`config.mk`:
```
export PLATFORM = sky130hd
export DESIGN_NAME = blink_stream_frontend
export DESIGN_NICKNAME = d
export VERILOG_FILES = /design/src/rtl/blink_stream_frontend.sv
export SDC_FILE = /design/constraint.sdc
export NUM_CORES = 1
export LEC_CHECK = 0
export CORE_ASPECT_RATIO = 2
export CORE_MARGIN = 2
export CORE_UTILIZATION = 35
export DETAILED_ROUTE_END_ITERATION = 12
export DONT_BUFFER_PORTS = 1
export GPL_TIMING_DRIVEN = 0
export PLACE_DENSITY = 0.52
export RECOVER_POWER = 50
export REMOVE_ABC_BUFFERS = 1
export SYNTH_ARGS = -nofsm -noshare
export SYNTH_HDL_FRONTEND = slang
export SYNTH_SLANG_ARGS = --single-unit
```
`constraint.sdc`:
```
create_clock -name clk -period 5.8 [get_ports clk]
set_clock_uncertainty 0.1 [all_clocks]
set_input_delay 1.16 -clock clk [delete_from_list [all_inputs] [get_ports clk]]
set_output_delay 1.16 -clock clk [all_outputs]
set_load 0.03 [all_outputs]
```
`src/rtl/blink_stream_frontend.sv`:
```
// Streaming front end for the registered Blink cipher core: builds {nonce, counter} tweaks,
// tracks blocks through the fixed-latency core and buffers results in a credit-protected FIFO.
//
// state  | meaning
// IDLE   | waiting for start; no input accepted
// STREAM | accepting blocks while FIFO credit remains
// DRAIN  | last block accepted; waiting for pipe and FIFO to empty
module blink_stream_frontend #(
    parameter int N          = 64,
    parameter int TWEAK_LEN  = 128,
    parameter int CORE_LAT   = 2,
    parameter int FIFO_DEPTH = 4
) (
    input  logic                 clk,
    input  logic                 rst,
    input  logic                 i_start,
    input  logic [N-1:0]         i_nonce,
    input  logic [N-1:0]         i_ctr_init,
    input  logic                 i_enc_cfg,
    input  logic                 i_in_valid,
    output logic                 o_in_ready,
    input  logic [N-1:0]         i_in_data,
    input  logic                 i_in_last,
    output logic                 o_out_valid,
    input  logic                 i_out_ready,
    output logic [N-1:0]         o_out_data,
    output logic                 o_out_last,
    output logic                 o_core_enc,
    output logic [N-1:0]         o_core_p,
    output logic [TWEAK_LEN-1:0] o_core_t,
    input  logic [N-1:0]         i_core_c,
    output logic                 o_idle
);

    localparam int AW = (FIFO_DEPTH > 1) ? $clog2(FIFO_DEPTH) : 1;
    localparam int CW = $clog2(FIFO_DEPTH + 1);
    localparam int IW = $clog2(CORE_LAT + 1);
    localparam int SW = ((CW > IW) ? CW : IW) + 1;

    typedef enum logic [1:0] {
        S_IDLE   = 2'd0,
        S_STREAM = 2'd1,
        S_DRAIN  = 2'd2
    } state_t;

    state_t              r_state;
    state_t              w_next_state;
    logic [N-1:0]        r_nonce;
    logic [N-1:0]        r_ctr;
    logic                r_core_enc;
    logic [CORE_LAT-1:0] r_tag_v;
    logic [CORE_LAT-1:0] r_tag_l;
    logic [N:0]          r_mem [FIFO_DEPTH];
    logic [AW-1:0]       r_wr_ptr;
    logic [AW-1:0]       r_rd_ptr;
    logic [CW-1:0]       r_count;
    logic [IW-1:0]       w_inflight;
    logic                w_credit;
    logic                w_accept;
    logic                w_push;
    logic                w_pop;
    logic                w_fifo_empty;
    logic [N:0]          w_head;

    assign w_accept     = i_in_valid & o_in_ready;
    assign w_push       = r_tag_v[CORE_LAT-1];
    assign w_fifo_empty = (r_count == '0);
    assign w_pop        = ~w_fifo_empty & i_out_ready;
    assign w_head       = r_mem[r_rd_ptr];

    always_comb begin
        w_inflight = '0;
        for (int i = 0; i < CORE_LAT; i++) begin
            w_inflight = w_inflight + IW'(r_tag_v[i]);
        end
    end

    // Every accepted block owns a FIFO slot from acceptance until it is popped.
    assign w_credit = (SW'(r_count) + SW'(w_inflight)) < SW'(FIFO_DEPTH);

    always_ff @(posedge clk or negedge rst) begin
        if (!rst) begin
            r_state <= S_IDLE;
        end else begin
            r_state <= w_next_state;
        end
    end

    always_comb begin
        w_next_state = r_state;
        case (r_state)
            S_IDLE: begin
                if (i_start) w_next_state = S_STREAM;
            end
            S_STREAM: begin
                if (w_accept && i_in_last) w_next_state = S_DRAIN;
            end
            S_DRAIN: begin
                if (w_fifo_empty && (w_inflight == '0) && !w_push) w_next_state = S_IDLE;
            end
            default: w_next_state = S_IDLE;
        endcase
    end

    always_comb begin
        o_in_ready = 1'b0;
        o_idle     = 1'b0;
        case (r_state)
            S_IDLE:   o_idle     = w_fifo_empty && (w_inflight == '0);
            S_STREAM: o_in_ready = w_credit;
            default: ;
        endcase
    end

    always_ff @(posedge clk or negedge rst) begin
        if (!rst) begin
            r_nonce    <= '0;
            r_ctr      <= '0;
            r_core_enc <= 1'b0;
        end else if ((r_state == S_IDLE) && i_start) begin
            r_nonce    <= i_nonce;
            r_ctr      <= i_ctr_init;
            r_core_enc <= i_enc_cfg;
        end else if (w_accept) begin
            r_ctr <= r_ctr + N'(1);
        end
    end

    always_ff @(posedge clk or negedge rst) begin
        if (!rst) begin
            r_tag_v <= '0;
            r_tag_l <= '0;
        end else begin
            r_tag_v[0] <= w_accept;
            r_tag_l[0] <= w_accept & i_in_last;
            for (int i = 1; i < CORE_LAT; i++) begin
                r_tag_v[i] <= r_tag_v[i-1];
                r_tag_l[i] <= r_tag_l[i-1];
            end
        end
    end

    always_ff @(posedge clk or negedge rst) begin
        if (!rst) begin
            r_wr_ptr <= '0;
            r_rd_ptr <= '0;
            r_count  <= '0;
        end else begin
            if (w_push) r_wr_ptr <= r_wr_ptr + AW'(1);
            if (w_pop)  r_rd_ptr <= r_rd_ptr + AW'(1);
            case ({w_push, w_pop})
                2'b10:   r_count <= r_count + CW'(1);
                2'b01:   r_count <= r_count - CW'(1);
                default: r_count <= r_count;
            endcase
        end
    end

    // Storage needs no reset; the head is masked whenever the FIFO is empty.
    always_ff @(posedge clk) begin
        if (w_push) r_mem[r_wr_ptr] <= {i_core_c, r_tag_l[CORE_LAT-1]};
    end

    assign o_out_valid = ~w_fifo_empty;
    assign o_out_data  = w_fifo_empty ? '0 : w_head[N:1];
    assign o_out_last  = w_fifo_empty ? 1'b0 : w_head[0];
    assign o_core_enc  = r_core_enc;
    assign o_core_p    = i_in_data;
    assign o_core_t    = {r_nonce, r_ctr};

endmodule

```
* After elaboration in Yosys (flattened, before gate mapping) *
Memories as Yosys holds them, arrays and structs flattened.
Cells that the tools add are included.

operators by class
  shift-type cells = 0
  $lt $le $gt $ge = 1
  reductions and logical operators = 11
  multipliers = 0
  muxes and demuxes = 13
  add/sub/neg operators = 7
  div/mod/pow operators = 0
  equal/unequal tests = 7
  bitwise gates (word level) = 4

operators by type and width
  kind                   count
  $mux 64                3
  $add 64x1->64 const B  1
  $mux 2                 3
  $ne 2x2->1 const B     3
  $pmux 2 s3             1
  $pmux 3 s2             1
  $mux 1                 5
  $add 2x1->2 const B    2
  $add 3x2->4            1
  $eq 2x1->1 const B     2
  $eq 2x2->1 const B     2
  $logic_and 1x1->1      4
  $logic_not 2->1        2
  $lt 4x3->1 const B     1
  $reduce_bool 2->1      2
  $add 3x1->3 const B    1
  $and 1x1->1            3
  $logic_not 3->1        1
  $reduce_and 3->1       1
  $sub 3x1->3 const B    1
  $add 1x1->2            1
  $logic_not 1->1        1
  $not 1->1              1

storage, ports and cells
  latch bits = 0
  bits in read-only memories = 0
  memories = 1
  output and inout bits = 261
  flip-flop bits (word level) = 142
  RAM bits = 260
  logic and storage cells = 53

memories
  memory  words  bits a word  read ports  clocked after Yosys merged registers in  wr ports  RTL line  text
  r_mem   4      65           1           0                                        1         53        logic [N:0] r_mem [FIFO_DEPTH];

* Depth between registers and ports, before layout *
Gate-level depths: netlist (run 1).

  word-level depth = 8
  mapped depth = 9
  gate-level depth less buffers = 9

* Least setup slack after synthesis (run 1) *
No wires, ideal clock.

  path kind = flip-flop to output port
  start point = reg r_rd_ptr[0]
  end point = out o_out_data[55]
  arrival = 2.023 ns
  slack = 2.517 ns
  stages on the path, launching flop included = 6
  path through = dfrtp_1 > clkbuf_1 > buf_2 > buf_1 > mux4_2 > and2_1

on the way
  cells in the longest elaborated chain, start to end = 2

ends and longest elaborated chain
  what                    RTL line  text
  start, declared         55        logic [AW-1:0] r_rd_ptr;
  start signal, assigned  150       if (w_pop) r_rd_ptr <= r_rd_ptr + AW'(1);
  $mem_v2 4x65            --
  $mux 64                 165       assign o_out_data = w_fifo_empty ? '0 : w_head[N:1];
  end, declared           26        output logic [N-1:0] o_out_data,

No other way between the ends.

* Worst setup path after layout (run 1) *
  start point = reg r_wr_ptr[0]
  end point = mem r_mem[3][39] in the netlist's numbering, enable pin

RTL lines
  what                    RTL line  text
  start, declared         54        logic [AW-1:0] r_wr_ptr;
  start signal, assigned  149       if (w_push) r_wr_ptr <= r_wr_ptr + AW'(1);
  end, declared           53

No word-level cell before the write port.

==> Flow_metrics.wiki, run 1 <==
{| class="wikitable"
! Metric !! Value
|-
| Cell types with the largest area share after synthesis || sky130_fd_sc_hd__edfxtp_1 (46%), sky130_fd_sc_hd__dfrtp_1 (21%), sky130_fd_sc_hd__mux4_2 (8.6%), sky130_fd_sc_hd__nand2_1 (5.7%), sky130_fd_sc_hd__buf_4 (2.8%)
|-
| Post-CTS resize count || 0
|-
| Number of cell instances on the worst register-to-register path || 3
|-
| Clock Pin Slew Worst Setup and Hold Paths || around 60 ps
|-
| Global-route wire length before repair || approximately 70 mm
|-
| Total Die Area || a little over 0.05 mm^2
|-
| Cts bufs inserted || 38
|-
| Largest net degree at the start of global routing || around 140
|-
| Worst max-slew margin expressed relative to the limit || -1.31
|-
| Number of setup violations in the final report || 0
|-
| Most frequent cells in the layout || sky130_fd_sc_hd__edfxtp_1 (260), sky130_fd_sc_hd__nand2_1 (259), sky130_fd_sc_hd__dfrtp_1 (140)
|-
| Post-detail-place hpwl || 34.1 mm
|-
| Growth of design area from synthesis to finish || 9.04%
|-
| WL final || 48.3 mm
|-
| Via-per-instance ratio || 5.30
|-
| Cell row count || around 110
|-
| Max Fanout on Critical Path || 50
|-
| Data required time at the worst endpoint || just under 6000 ps
|-
| Post-route clock period utilization || 0.816
|-
| Number of buffers inserted by post-CTS setup repair || 0
|-
| Drt pass-1 iters || 5
|-
| Average wire per standard cell || 26.1 um
|-
| Overall global routing resource usage || 0.188
|-
| Layout Cell Area excl Fill || around 0.019 mm^2
|-
| Later-pin clock latency in the skew report || 550 ps
|-
| Unrepaired setup endpoints after global routing || false
|-
| Transition at the pin with the smallest max-transition slack || about 3500 ps
|-
| Post-synthesis share of cell area spent on and, or, nand and nor gates || 0.141
|-
| Multiplexer share of the synthesized area || 0.0876
|-
| Synth Instances || between 1000 and 1500
|-
| Slowest cell on the critical path || sky130_fd_sc_hd__clkbuf_1
|-
| Capture instance of the worst register-to-register path || r_mem[3][39]
|-
| Flop-to-flop setup slack || ~1100 ps
|-
| DRC errors left || 0
|-
| Total congestion overflow || 0
|-
| Arrival time at the worst endpoint || 4700 ps
|-
| Async SR Flop Fraction || 0.353
|-
| Die extent in x || ~160 um
|-
| Post-DP Area || roughly 0.017 mm^2
|-
| Clock tree from TritonCTS || built
|-
| Buffers added on ports || 0
|-
| Most used flip-flop cell after synthesis || sky130_fd_sc_hd__edfxtp_1
|-
| Leakage power || between 6 and 7 nW
|-
| Height of the die || 316 um
|-
| Max-cap viol count || 4
|-
| Pre-CTS worst setup slack || 1560 ps
|-
| Setup ws final || about 1100 ps
|-
| Final critical delay including setup and external delays || 4730 ps
|-
| Post-Synth Adder-Cell Area || 0.00777
|-
| Avg Synthesized Cell Area || approximately 14 um^2
|-
| Clock Root Buffer || sky130_fd_sc_hd__clkbuf_16
|-
| Fraction of layout cells with a size suffix above 1 || 0.122
|-
| Hold WC Path Type || input pin to asynchronous set/reset pin
|-
| Launch instance of the worst register-to-register path || r_wr_ptr[0]
|-
| Final-report hold violation count || 0
|-
| Antenna violations before repair || 1
|-
| Number of H-tree levels || 2
|-
| Share of the synthesized area in compound gates (AO/OA/AOI/OAI) || 0.0221
|-
| Number of enable-type register cells in the synthesized netlist || 260
|-
| Share of synthesized area occupied by flip-flops and latches || 0.666
|-
| Starting utilization of the core area || 0.354
|-
| Remaining antenna violation count || 0
|-
| Maximum single-stage delay on the critical path || 2510 ps
|-
| Power density over the cells || between 500 and 600 mW/mm^2
|-
| CP Capture Type || flip-flop
|-
| Class of the most critical setup path || flip-flop to flip-flop
|-
| Top-Level Pins || 524
|-
| Number of DRC markers after the initial detailed-route iteration || approximately 450
|-
| Bufs on Longest Clock Path || 3
|-
| Achievable clock frequency || between 0.2 and 0.25 GHz
|-
| Unique cell type count in the Yosys netlist || 48
|-
| Highest ir drop seen on vdd || around 300 uV
|-
| Startpoint class of the critical path || flip-flop
|-
| Violations in the final reports || capacitance limit, slew limit
|-
| Clock tree sinks || 402
|-
| Number of max-slew violations in the final report || roughly 140
|-
| Series of cell instances along the critical path || ha_1 -> and2_0 -> clkbuf_1
|-
| Xor and xnor area share after synthesis || 0.0303
|-
| Post-synth top area cell || sky130_fd_sc_hd__edfxtp_1
|-
| Core area || 0.0482 mm^2
|-
| Result of the run || complete, but fails checks
|-
| Final RePlAce weighted congestion || ~0.86
|-
| Post-layout nets || 1452
|-
| Combinational family with the most area after synthesis || simple AND/OR/NAND/NOR gates
|-
| Via count of the first global-routing pass || between 10000 and 15000
|-
| Synthesis-stage register bit count || between 400 and 500
|-
| Total of hold buffers inserted after clock tree synthesis || 0
|-
| Portion of synthesized cell area occupied by the leading cell type || 0.458
|-
| Vias || between 9000 and 10000
|-
| Most common library cell in the layout ignoring fill and taps || sky130_fd_sc_hd__edfxtp_1
|-
| Number of synthesis warnings || 0
|-
| Post-synthesis cell area || ~0.017 mm^2
|}
[metrics by stage]
step                hold WS, ps  total power [mW]  setup TNS, ps  instances  utilization
global placement            238              8.49         -40760       1767        0.356
floorplan                   231              7.54              0       1129            -
CTS                         159              10.9              0       1847        0.387
finish                      205              10.7              0       1848        0.386
global route                170              11.3              0       1848        0.386
detailed placement          239              8.45              0       1777        0.362
[critical path: cells and delay by family, from the launching register on]
kind / cells / cell delay (ps)
buffers and inverters: 1 / 2510
DFF: 1 / 400
adders and majority gates: 1 / 160
and+or+nand+nor: 1 / 1030
[routing by layer]
metal  vias to the layer above  track usage  routed length, um
li1                       4240            -                  -
met1                      4910        0.199              17000
met2                       579        0.302              22500
met3                        64        0.124               7440
met4                         8       0.0536               1130
met5                         -       0.0483                310
[state kept, by name, summed over array words and instances (netlist names)]
| signal | flops |
|---|---|
| r_count | 3 |
| r_tag_l | 2 |
| o_core_enc | 1 |
| r_tag_v | 2 |
| r_nonce | 64 |
| r_mem | 260 |
| r_rd_ptr | 2 |
| r_ctr | 64 |
| r_wr_ptr | 2 |
| r_state | 2 |
[logic make-up (layout without fill, tap and decap cells)]
kind of cell	count (synthesis)	count (layout)
adders and majority gates	10	10
DFF	402	402
buffers and inverters	140	102
and+or+nand+nor	499	499
AOI/OAI and AO/OA	69	69
other	0	1
xor gates and xnor gates	59	59
muxes	68	68
[how the worst max path moves through the flow]
stage                 from       endpoint  slack (ps)
4_1_cts         r_tag_v[1]      r_ctr[35]        1560
3_5_place_dp    r_tag_v[1]      r_ctr[35]        1560
3_3_place_gp       i_start       r_ctr[0]        -700
5_1_grt        r_wr_ptr[0]   r_mem[2][60]         740
6_report       r_wr_ptr[0]   r_mem[3][39]        1070
2_1_floorplan  r_rd_ptr[0]  o_out_data[0]         990
[cell type report]
class | count | area [um^2]
Fill cell | 4627 | 29600
Antenna cell | 1 | 2.50
Timing Repair Buffer | 10 | 219
Tap cell | 638 | 798
Inverter | 22 | 82.6
Sequential cell | 402 | 11400
Multi-Input combinational cell | 705 | 4930
Clock buffer | 53 | 1070
Clock inverter | 17 | 134
[cells in the mapped netlist, types with 2 or more instances]
cell	number
sky130_fd_sc_hd__o21ai_0	42
sky130_fd_sc_hd__a211oi_1	5
sky130_fd_sc_hd__o21ai_1	3
sky130_fd_sc_hd__buf_2	5
sky130_fd_sc_hd__mux2i_1	2
sky130_fd_sc_hd__and4_1	2
sky130_fd_sc_hd__nand2_1	260
sky130_fd_sc_hd__nand4_2	2
sky130_fd_sc_hd__or4b_4	2
sky130_fd_sc_hd__nor2b_1	2
sky130_fd_sc_hd__nand3_1	25
sky130_fd_sc_hd__ha_1	9
sky130_fd_sc_hd__dfrtp_1	142
sky130_fd_sc_hd__xnor2_1	42
sky130_fd_sc_hd__and2_1	76
sky130_fd_sc_hd__a21oi_1	11
sky130_fd_sc_hd__nor3_1	24
sky130_fd_sc_hd__nand4_1	26
sky130_fd_sc_hd__nor4_1	14
sky130_fd_sc_hd__nor4_4	2
sky130_fd_sc_hd__xor2_1	17
sky130_fd_sc_hd__buf_4	64
sky130_fd_sc_hd__and3_1	9
sky130_fd_sc_hd__or3_1	2
sky130_fd_sc_hd__mux4_2	65
sky130_fd_sc_hd__edfxtp_1	260
sky130_fd_sc_hd__inv_1	22
sky130_fd_sc_hd__o22ai_1	2
sky130_fd_sc_hd__nor3b_1	2
sky130_fd_sc_hd__nor2_1	43
sky130_fd_sc_hd__nor3_2	2
sky130_fd_sc_hd__clkbuf_1	41
sky130_fd_sc_hd__buf_1	7
[power breakdown]
group | internal, mW | switching, mW | total, mW
Clock | 1.34 | 1.08 | 2.43
Combinational | 1.08 | 1.93 | 3.01
Sequential | 3.73 | 1.58 | 5.30
Power figures use the tool's default switching activity.
==> inputs of run 2 (changes only) <==
--- a/config.mk
+++ b/config.mk
@@ -11,7 +11,7 @@
 export DETAILED_ROUTE_END_ITERATION = 12
 export DONT_BUFFER_PORTS = 1
 export GPL_TIMING_DRIVEN = 0
-export PLACE_DENSITY = 0.52
+export PLACE_DENSITY = 0.54
 export RECOVER_POWER = 50
 export REMOVE_ABC_BUFFERS = 1
 export SYNTH_ARGS = -nofsm -noshare
==> constraint.sdc (replaced) <==
create_clock -name clk -period 4.15 [get_ports clk]
set_clock_uncertainty 0.1 [all_clocks]
set_input_delay 0.83 -clock clk [delete_from_list [all_inputs] [get_ports clk]]
set_output_delay 0.83 -clock clk [all_outputs]
set_load 0.03 [all_outputs]
==> Flow_metrics.wiki, run 2 (synthesized netlist as in run 1, its figures left out) <==
{| class="wikitable"
! Metric !! Value
|-
| Number of instances on the worst hold path || 0
|-
| Cell repeated most along the worst path || sky130_fd_sc_hd__ha_1
|-
| Result of the run || complete, but fails checks
|-
| Series of cell instances along the critical path || ha_1 -> ha_1 -> or4b_4 -> nor3b_4 -> nand4_2 -> nor4_1 -> xnor2_1 -> o21ai_0
|-
| Die extent in x || 160 um (unchanged)
|-
| Power density over the cells || 805 mW/mm^2 (+39%)
|-
| Post-route clock period utilization || 0.909 (+0.0924)
|-
| Startpoint class of the critical path || flip-flop
|-
| Post-layout nets || 1456 (+0.28%)
|-
| Transition at the pin with the smallest max-transition slack || 2030 ps (-1440 ps)
|-
| Vias || 9702 (-1.0%)
|-
| Logic depth of the worst setup path including buffers || 8 (+5)
|-
| Placed cells || 1777 (unchanged)
|-
| Pre-CTS worst setup slack || 53.5 ps (-1510 ps)
|-
| Post-layout utilization of the core || 0.387 (+0.00151)
|-
| Slowest cell on the critical path || sky130_fd_sc_hd__nor3b_4
|-
| Number of buffer and inverter stages on the critical path || 0 (-1)
|-
| Via count of the first global-routing pass || 10200 (-0.98%)
|-
| Starting utilization of the core area || 0.354 (unchanged)
|-
| Bufs on Longest Clock Path || 3 (unchanged)
|-
| Cell class contributing the biggest share of worst-path delay || simple AND/OR/NAND/NOR gates
|-
| Violations in the final reports || capacitance limit, slew limit
|-
| Growth of design area from synthesis to finish || 9.47%
|-
| Post-detail-place hpwl || 33.7 mm (-1.3%)
|-
| Clock Root Buffer || sky130_fd_sc_hd__clkbuf_16
|-
| Worst max-slew margin expressed relative to the limit || -0.352 (+0.960)
|-
| Data required time at the worst endpoint || 4460 ps (-1310 ps)
|-
| Unrepaired setup endpoints after global routing || false
|-
| Global-route wire length before repair || 68.6 mm (-2.0%)
|-
| Non-filler cells in the finished layout || 1852 (+0.22%)
|-
| Number of max-slew violations in the final report || 197 (+38%)
|-
| Later-pin clock latency in the skew report || 550 ps (about the same)
|-
| Height of the die || 316 um (unchanged)
|-
| Max-cap viol count || 4 (unchanged)
|-
| Overall global routing resource usage || 0.184 (-0.00418)
|-
| Biggest register || r_mem
|-
| Number of filler instances in the final layout || 4597 (-0.65%)
|-
| Average wire per standard cell || 25.6 um (-2.1%)
|-
| Drt pass-1 iters || 5 (unchanged)
|-
| CP Capture Type || flip-flop
|-
| Max FFs per register || 260 (unchanged)
|-
| WL final || 47.4 mm (-1.9%)
|-
| Core area || 0.0482 mm^2 (unchanged)
|-
| Most common library cell in the layout ignoring fill and taps || sky130_fd_sc_hd__edfxtp_1
|-
| Number of cell instances on the worst register-to-register path || 8 (+5)
|-
| Arrival time at the worst endpoint || 4080 ps (-620 ps)
|-
| Number of H-tree levels || 2 (unchanged)
|-
| Total congestion overflow || 0 (unchanged)
|-
| Cell row count || 114 (unchanged)
|-
| Leakage power || 6.68 nW (+0.69%)
|-
| Top-Level Pins || 524 (unchanged)
|-
| Largest net degree at the start of global routing || 143 (unchanged)
|-
| Number of DRC markers after the initial detailed-route iteration || 446 (-1.3%)
|-
| Total Die Area || 0.0506 mm^2 (unchanged)
|-
| Final RePlAce weighted congestion || 0.890 (+3.6%)
|-
| Max Fanout on Critical Path || 18 (-64%)
|-
| Via-per-instance ratio || 5.24 (-1.2%)
|-
| Class of the most critical setup path || flip-flop to flip-flop
|-
| Final critical delay including setup and external delays || 3770 ps (-963 ps)
|-
| Clock tree from TritonCTS || built
|-
| Number of setup violations in the final report || 0 (unchanged)
|-
| Post-Route Setup TNS || 0 ps (unchanged)
|-
| Setup ws final || 379 ps (-687 ps)
|-
| Maximum single-stage delay on the critical path || 690 ps (-1820 ps)
|-
| Clock Pin Slew Worst Setup and Hold Paths || 60 ps (about the same)
|-
| Clock tree sinks || 402 (unchanged)
|-
| Highest ir drop seen on vdd || 450 uV (+53%)
|-
| Antenna violations before repair || 3 (+2)
|-
| Cts bufs inserted || 38 (unchanged)
|-
| Buffers added on ports || 0 (unchanged)
|-
| Final Total Pwr || 15.0 mW (+40%)
|-
| Remaining antenna violation count || 0 (unchanged)
|-
| Hold WC Path Type || flip-flop to flip-flop
|-
| Most frequent cells in the layout || sky130_fd_sc_hd__edfxtp_1 (260), sky130_fd_sc_hd__nand2_1 (259), sky130_fd_sc_hd__dfrtp_1 (140)
|-
| Final-report hold violation count || 0 (unchanged)
|-
| DRC errors left || 0 (unchanged)
|-
| Leading registers by flop count || r_mem x260, r_ctr x64, r_nonce x64
|-
| Fraction of layout cells with a size suffix above 1 || 0.130 (+0.00784)
|-
| Achievable clock frequency || 0.265 GHz (+26%)
|}
[run 2: cell count changes in the layout (fill, tap and decap cells not counted)]
cell | previous run | this run
sky130_fd_sc_hd__clkbuf_1 | 11 | 5
sky130_fd_sc_hd__buf_4 | 0 | 2
sky130_fd_sc_hd__clkbuf_4 | 0 | 2
sky130_fd_sc_hd__clkinv_1 | 4 | 6
sky130_fd_sc_hd__clkinv_4 | 0 | 2
sky130_fd_sc_hd__clkinv_8 | 2 | 0
sky130_fd_sc_hd__buf_12 | 2 | 3
sky130_fd_sc_hd__buf_16 | 6 | 7
sky130_fd_sc_hd__clkbuf_2 | 0 | 1
sky130_fd_sc_hd__clkdlybuf4s25_1 | 1 | 0
sky130_fd_sc_hd__clkinv_2 | 8 | 9
sky130_fd_sc_hd__inv_16 | 0 | 1
sky130_fd_sc_hd__nand3_1 | 25 | 24
sky130_fd_sc_hd__nand3_2 | 0 | 1
[run 2: stage by stage]
| step | hold slack, ps | instance area [um^2] |
|---|---|---|
| 6_report | 261 | 18700 |
| 2_1_floorplan | 231 | 16400 |
| 3_5_place_dp | 246 | 17500 |
| 4_1_cts | 194 | 18700 |
| 3_3_place_gp | 241 | 17200 |
| 5_1_grt | 235 | 18700 |
[run 2: worst register-to-register path: stages, from the launching register on]
cell and delay [ps]:
sky130_fd_sc_hd__dfrtp_1 460, sky130_fd_sc_hd__ha_1 230, sky130_fd_sc_hd__ha_1 190, sky130_fd_sc_hd__or4b_4 520, sky130_fd_sc_hd__nor3b_4 690, sky130_fd_sc_hd__nand4_2 500, sky130_fd_sc_hd__nor4_1 660, sky130_fd_sc_hd__xnor2_1 190
sky130_fd_sc_hd__o21ai_0 80
[run 2: what timing repair did]
action	in CTS	in global routing
buffers inserted	0	3
resized for setup	0	1
pin swaps	1	1
setup endpoints to repair	1	17
hold buffers	1	0
endpoints found under the hold margin	142	0
[run 2: power by group]
| part | switching, mW | internal, mW |
|---|---|---|
| Combinational | 2.67 | 1.52 |
| Clock | 1.52 | 1.88 |
| Sequential | 2.25 | 5.20 |
| Total | 6.43 | 8.60 |
[run 2: path summary, 6_finish.rpt]
kind | endpoint | slack, ps | startpoint
min | r_tag_l[1] | 260 | r_tag_l[0]
max | r_ctr[21] | 380 | r_tag_v[1]
max in group asynchronous | r_rd_ptr[0] | 1730 | rst
min reg2reg | r_tag_l[1] | 260 | r_tag_l[0]
min in group asynchronous | r_ctr[31] | 780 | rst
max reg2reg | r_ctr[21] | 380 | r_tag_v[1]
[run 2: final cells by class]
cell class / instances / area (um^2) / area share
clock inverters: 21 / 151 / 0.00811
multi-input cells: 705 / 4940 / 0.264
well taps: 638 / 798 / 0.0427
inverters: 22 / 82.6 / 0.00442
flip-flops and latches: 402 / 11400 / 0.609
clock buffers: 49 / 1060 / 0.0566
repair buffers: 14 / 280 / 0.0150
diodes: 1 / 2.50 / 0.000134
[run 2: routing by layer]
layer	global-route usage	vias up	share of wire
met1	0.194	4804	0.35
li1	-	4245	-
met5	0.0256	-	0.0038
met2	0.298	570	0.47
met3	0.119	77	0.15
met4	0.0573	6	0.027
